[src/rtl/uart_program_loader.sv]
// Loads a framed program (sync, count, payload, XOR checksum) from UART bytes into
// instruction memory and answers each frame with an ACK/NAK byte.
module uart_program_loader #(
    parameter int unsigned WordBytes  = 7,
    parameter int unsigned AddrW      = 8,
    parameter int unsigned TimeoutCyc = 60000
) (
    input  logic                   clk_i,
    input  logic                   rst_ni,
    input  logic                   rx_valid_i,
    input  logic [7:0]             rx_byte_i,
    input  logic                   tx_busy_i,
    output logic                   tx_start_o,
    output logic [7:0]             tx_byte_o,
    output logic                   mem_we_o,
    output logic [AddrW-1:0]       mem_addr_o,
    output logic [8*WordBytes-1:0] mem_wdata_o,
    output logic                   busy_o,
    output logic                   load_done_o,
    output logic                   load_error_o,
    output logic [7:0]             prog_len_o
);

    localparam int unsigned DataW = 8 * WordBytes;
    localparam int unsigned IdxW  = $clog2(WordBytes);
    localparam int unsigned TmoW  = $clog2(TimeoutCyc);

    localparam logic [IdxW-1:0] LastByte = IdxW'(WordBytes - 1);
    localparam logic [TmoW-1:0] TmoLast  = TmoW'(TimeoutCyc - 1);
    localparam logic [7:0]      SyncByte = 8'hA5;
    localparam logic [7:0]      AckByte  = 8'h06;
    localparam logic [7:0]      NakByte  = 8'h15;

    localparam logic [2:0] StIdle  = 3'd0;
    localparam logic [2:0] StCount = 3'd1;
    localparam logic [2:0] StData  = 3'd2;
    localparam logic [2:0] StCheck = 3'd3;
    localparam logic [2:0] StResp  = 3'd4;

    logic [2:0]       state_q, state_d;
    logic [7:0]       count_q, count_d;
    logic [7:0]       chk_q, chk_d;
    logic [IdxW-1:0]  byte_idx_q, byte_idx_d;
    logic [7:0]       word_idx_q, word_idx_d;
    logic [DataW-1:0] acc_q, acc_d;
    logic [TmoW-1:0]  tmo_q, tmo_d;
    logic [7:0]       tx_byte_q, tx_byte_d;
    logic             mem_we_q, mem_we_d;
    logic [AddrW-1:0] mem_addr_q, mem_addr_d;
    logic [DataW-1:0] mem_wdata_q, mem_wdata_d;
    logic             load_done_q, load_done_d;
    logic             load_error_q, load_error_d;
    logic [7:0]       prog_len_q, prog_len_d;

    logic in_frame;
    logic all_written;
    logic chk_byte;
    logic timed_out;

    assign in_frame    = (state_q == StCount) || (state_q == StData) || (state_q == StCheck);
    assign all_written = (word_idx_q == count_q);
    // The checksum byte may arrive in the same cycle the final write is issued.
    assign chk_byte    = rx_valid_i &&
                         ((state_q == StCheck) || ((state_q == StData) && all_written));
    assign timed_out   = in_frame && !rx_valid_i && (tmo_q == TmoLast);

    always_comb begin
        state_d      = state_q;
        count_d      = count_q;
        chk_d        = chk_q;
        byte_idx_d   = byte_idx_q;
        word_idx_d   = word_idx_q;
        acc_d        = acc_q;
        tx_byte_d    = tx_byte_q;
        mem_we_d     = 1'b0;
        mem_addr_d   = mem_addr_q;
        mem_wdata_d  = mem_wdata_q;
        load_done_d  = load_done_q;
        load_error_d = load_error_q;
        prog_len_d   = prog_len_q;
        tmo_d        = tmo_q + 1'b1;

        if (rx_valid_i || !in_frame) begin
            tmo_d = '0;
        end

        case (state_q)
            StIdle: begin
                if (rx_valid_i && (rx_byte_i == SyncByte)) begin
                    load_done_d  = 1'b0;
                    load_error_d = 1'b0;
                    chk_d        = '0;
                    byte_idx_d   = '0;
                    word_idx_d   = '0;
                    acc_d        = '0;
                    state_d      = StCount;
                end
            end
            StCount: begin
                if (rx_valid_i) begin
                    if (rx_byte_i == 8'h00) begin
                        tx_byte_d    = NakByte;
                        load_error_d = 1'b1;
                        state_d      = StResp;
                    end else begin
                        count_d = rx_byte_i;
                        chk_d   = rx_byte_i;
                        state_d = StData;
                    end
                end
            end
            StData: begin
                if (all_written) begin
                    state_d = StCheck;
                end else if (rx_valid_i) begin
                    acc_d[8*byte_idx_q +: 8] = rx_byte_i;
                    chk_d                    = chk_q ^ rx_byte_i;
                    if (byte_idx_q == LastByte) begin
                        mem_we_d    = 1'b1;
                        mem_addr_d  = AddrW'(word_idx_q);
                        mem_wdata_d = acc_d;
                        byte_idx_d  = '0;
                        word_idx_d  = word_idx_q + 8'd1;
                    end else begin
                        byte_idx_d = byte_idx_q + 1'b1;
                    end
                end
            end
            StCheck: ;
            StResp: begin
                if (!tx_busy_i) begin
                    state_d = StIdle;
                end
            end
            default: state_d = StIdle;
        endcase

        if (chk_byte) begin
            if (rx_byte_i == chk_q) begin
                tx_byte_d   = AckByte;
                load_done_d = 1'b1;
                prog_len_d  = count_q;
            end else begin
                tx_byte_d    = NakByte;
                load_error_d = 1'b1;
            end
            state_d = StResp;
        end

        if (timed_out) begin
            tx_byte_d    = NakByte;
            load_error_d = 1'b1;
            state_d      = StResp;
        end
    end

    always_ff @(posedge clk_i) begin
        if (!rst_ni) begin
            state_q      <= StIdle;
            count_q      <= '0;
            chk_q        <= '0;
            byte_idx_q   <= '0;
            word_idx_q   <= '0;
            acc_q        <= '0;
            tmo_q        <= '0;
            tx_byte_q    <= '0;
            mem_we_q     <= 1'b0;
            mem_addr_q   <= '0;
            mem_wdata_q  <= '0;
            load_done_q  <= 1'b0;
            load_error_q <= 1'b0;
            prog_len_q   <= '0;
        end else begin
            state_q      <= state_d;
            count_q      <= count_d;
            chk_q        <= chk_d;
            byte_idx_q   <= byte_idx_d;
            word_idx_q   <= word_idx_d;
            acc_q        <= acc_d;
            tmo_q        <= tmo_d;
            tx_byte_q    <= tx_byte_d;
            mem_we_q     <= mem_we_d;
            mem_addr_q   <= mem_addr_d;
            mem_wdata_q  <= mem_wdata_d;
            load_done_q  <= load_done_d;
            load_error_q <= load_error_d;
            prog_len_q   <= prog_len_d;
        end
    end

    // tx_byte is already settled when RESP is entered, so the strobe can follow tx_busy directly.
    assign tx_start_o   = (state_q == StResp) && !tx_busy_i;
    assign tx_byte_o    = tx_byte_q;
    assign mem_we_o     = mem_we_q;
    assign mem_addr_o   = mem_addr_q;
    assign mem_wdata_o  = mem_wdata_q;
    assign busy_o       = (state_q != StIdle);
    assign load_done_o  = load_done_q;
    assign load_error_o = load_error_q;
    assign prog_len_o   = prog_len_q;

endmodule

[config.mk]
export PLATFORM = sky130hd
export DESIGN_NAME = uart_program_loader
export DESIGN_NICKNAME = d
export VERILOG_FILES = /design/src/rtl/uart_program_loader.sv
export SDC_FILE = /design/constraint.sdc
export NUM_CORES = 1
export LEC_CHECK = 0
export CORE_ASPECT_RATIO = 0.6
export CORE_MARGIN = 2
export CORE_UTILIZATION = 43
export CTS_CLUSTER_SIZE = 10
export DETAILED_ROUTE_END_ITERATION = 16
export GPL_ROUTABILITY_DRIVEN = 0
export PLACE_DENSITY = 0.73
export SETUP_SLACK_MARGIN = 0.3
export SLEW_MARGIN = 20
export SYNTH_ARGS = -nofsm -noshare
export SYNTH_HDL_FRONTEND = slang
export SYNTH_SLANG_ARGS = --single-unit
[constraint.sdc]
create_clock -name clk_i -period 3.3 [get_ports clk_i]
set_input_delay 0.33 -clock clk_i [delete_from_list [all_inputs] [get_ports clk_i]]
set_output_delay 0.33 -clock clk_i [all_outputs]
set_load 0.03 [all_outputs]
==> impl_metrics.ini <==
[timing]
relSlewSlack = 0.5844
drv_slew = 0
finalHoldViolations = 0
max_freq_ghz = 0.3835
period_share = 0.7901
fin_setup_tns_ns = 0
clock_skew_ns = 0.01388
tightestPinTransition_ns = 0.6221
setup_violations = 0
rsz0062_at_grt = no
timing.final.crit_period_ns = 2.607

[floorplan]
die-area_mm2 = 0.01941
start_util = 0.4373
top_level_ports = 97
dieHeight_um = 108.7
fp-row-count = 38
dieWidth_um = 178.5
core-area_mm2 = 0.01797

[detailed_routing]
drt-initial-drc-count = 573
viasPerCell = 5.515
routed_wl_mm = 19.97
firstDrtPassIters = 5
drc = 0
wire_per_inst_um = 17.04
ant_nets = 0
vias = 6464

[logic_synthesis]
syn_inst = 839
yosysUniqueCellTypes = 54
synth-edff-count = 0
syn_area_per_cell_um2 = 9.367
ys_seq_area_frac = 0.4585
async_flop_share = 0
syn_area_mm2 = 0.007859
ys_warn_count = 0
synth-main-ff-cell = dfxtp_1
yosys_register_bits = 180

[run_status]
status = finished, final reports clean

[worst_setup_path]
reg2reg_slack_ns = 0.69
crit_type = flop to flop
critPathCapture = mem_wdata_o[5]
rr_startpoint = state_q[0]
reg2regPathDepth = 8
cp_slowest_cell = nor3_1
startpoint = state_q[0]
cp-end-kind = flop
crit_buf_inv = 2
worstReg2RegEnd = mem_wdata_o[5]
critical_path.top_delay_family = simple AND/OR/NAND/NOR gates
cp.depth = 8
critical_path.cell_chain = nor3_1 -> nand4_2 -> a22o_1 -> nor3_4 -> buf_12 -> buf_4 -> nand2_1 -> o211a_1
cp-start-kind = flop
arrival_ns = 2.94
cp_max_fo = 61
worstPathRequired_ns = 3.63
critPathMaxStageDelay_ns = 0.49

[power]
power.density_mw_per_mm2 = 461.9
power.leakage_uw = 0.004044
peakVddDrop_uv = 340.4

[cts]
post_cts_buffers = 0
cts.clk_slew.worst_paths_ns = 0.08
clock-root-buffer = clkbuf_16
clockBufferDepth = 2
clock-sinks = 180
htree_levels = 4
cts_tree = built
cts_resized = 0
cts-buffers-inserted = 17
cts-hold-fix-buffers = 0
clk_latency_ns = 0.44

[global_route]
grt_pass1_vias = 5907
grt_first_pass_wirelength_mm = 32.00
grt_usage = 0.2115
overflow = 0
antenna_found_initial = 0
grt_start_max_net_pins = 62

[finish]
final_util = 0.5400
design_area_mm2 = 0.009706
layout_common_cells = 180 x dfxtp_1, 119 x nand2_1, 91 x clkdlybuf4s50_1
area_growth_pct = 23.50
n_antenna_cell = 0
layout_commonest_cell = dfxtp_1
nNetsFinal = 937
drive_gt1_frac = 0.08369

[place]
placed_area_mm2 = 0.009076
hpwl_mm = 13.35
portBuffers = 92

[min_path]
min-delay-start = rst_ni
min_path_type = primary input to flop

[job]
cap_violations = 0
worst register-to-register path, cell delays in order, from the launching register on:
cell     delay (ns)
dfxtp_1        0.42
nor3_1         0.50
nand4_2        0.27
a22o_1         0.34
nor3_4         0.25
buf_12         0.28
buf_4          0.25
nand2_1        0.07
o211a_1        0.13
Yosys cell counts, drive strengths merged, types with 11 or more instances:
master,count,area [um^2]
nor2,59,224.0
o21a,11,82.58
nand2,119,446.7
o2bb2ai,34,297.8
a22o,22,192.7
a21boi,13,97.59
nand3,21,105.1
and2,12,75.07
mux2i,52,520.5
o21ai,24,120.1
dfxtp,180,3603
o211a,57,570.6
xnor2,25,219.0
nor2b,20,125.1
clkbuf,42,157.7
a21oi,19,98.85
buf,25,148.9
power by group:
part	switching, uW	internal (uW)	leakage, uW
sequential	4.27	2170	0.00145
combinational	122	56.8	0.00229
clock	1020	1110	0.000301
stage by stage:
step / hold slack [ns] / total power, uW / cells / worst slack [ns]
2_1_floorplan: 0.4297 / 2336 / 842 / 0.9484
3_5_place_dp: 0.4459 / 2401 / 1140 / 0.4502
3_3_place_gp: 0.4402 / 2400 / 1140 / 0.5454
5_1_grt: 0.3678 / 4613 / 1172 / 0.5317
4_1_cts: 0.3511 / 4511 / 1172 / 0.7459
6_report: 0.3498 / 4483 / 1172 / 0.6927
cells by family (layout without fill, tap and decap cells):
family                     after synthesis  count (layout)  share of synthesized area
AOI/OAI and AO/OA                      207             207                     0.2111
DFF                                    180             180                     0.4585
xor gates and xnor gates                34              34                    0.03789
other                                    1               4                  0.0004772
adders and majority gates                6               6                   0.009552
muxes                                   52              52                    0.06623
buffers and inverters                   77             167                    0.04378
and+or+nand+nor                        282             282                     0.1724
cell type report:
class	count	area (um^2)
Multi-Input combinational cell	585	3944
Clock buffer	17	425.4
Timing Repair Buffer	125	1191
Fill cell	1594	8267
Inverter	10	37.54
Sequential cell	180	3603
Clock inverter	15	203.9
Tap cell	240	300.3
layer usage:
layer,track usage,vias up,routed length [um]
met5,0,-,0
met4,0.07027,0,189
met3,0.04847,13,1676
met2,0.2736,247,7539
met1,0.3343,3062,10570
li1,-,3142,-
sequential cells by signal, summed over array words and instances (netlist names):
register	count
acc_q	56
mem_wdata_o	56
tmo_q	16
chk_q	8
count_q	8
mem_addr_o	8
prog_len_o	8
word_idx_q	8
byte_idx_q	3
state_q	3
tx_byte_o	3
load_done_o	1
load_error_o	1
mem_we_o	1
worst min-delay path by stage:
stage | endpoint | cells after the start
after floorplan | tmo_q[0] | 1
after global placement | tmo_q[0] | 1
after detailed placement | acc_q[34] | 1
after CTS | mem_wdata_o[1] | 2
after global routing | mem_wdata_o[3] | 2
final | mem_wdata_o[3] | 2
(Power assumes the default switching activity.)
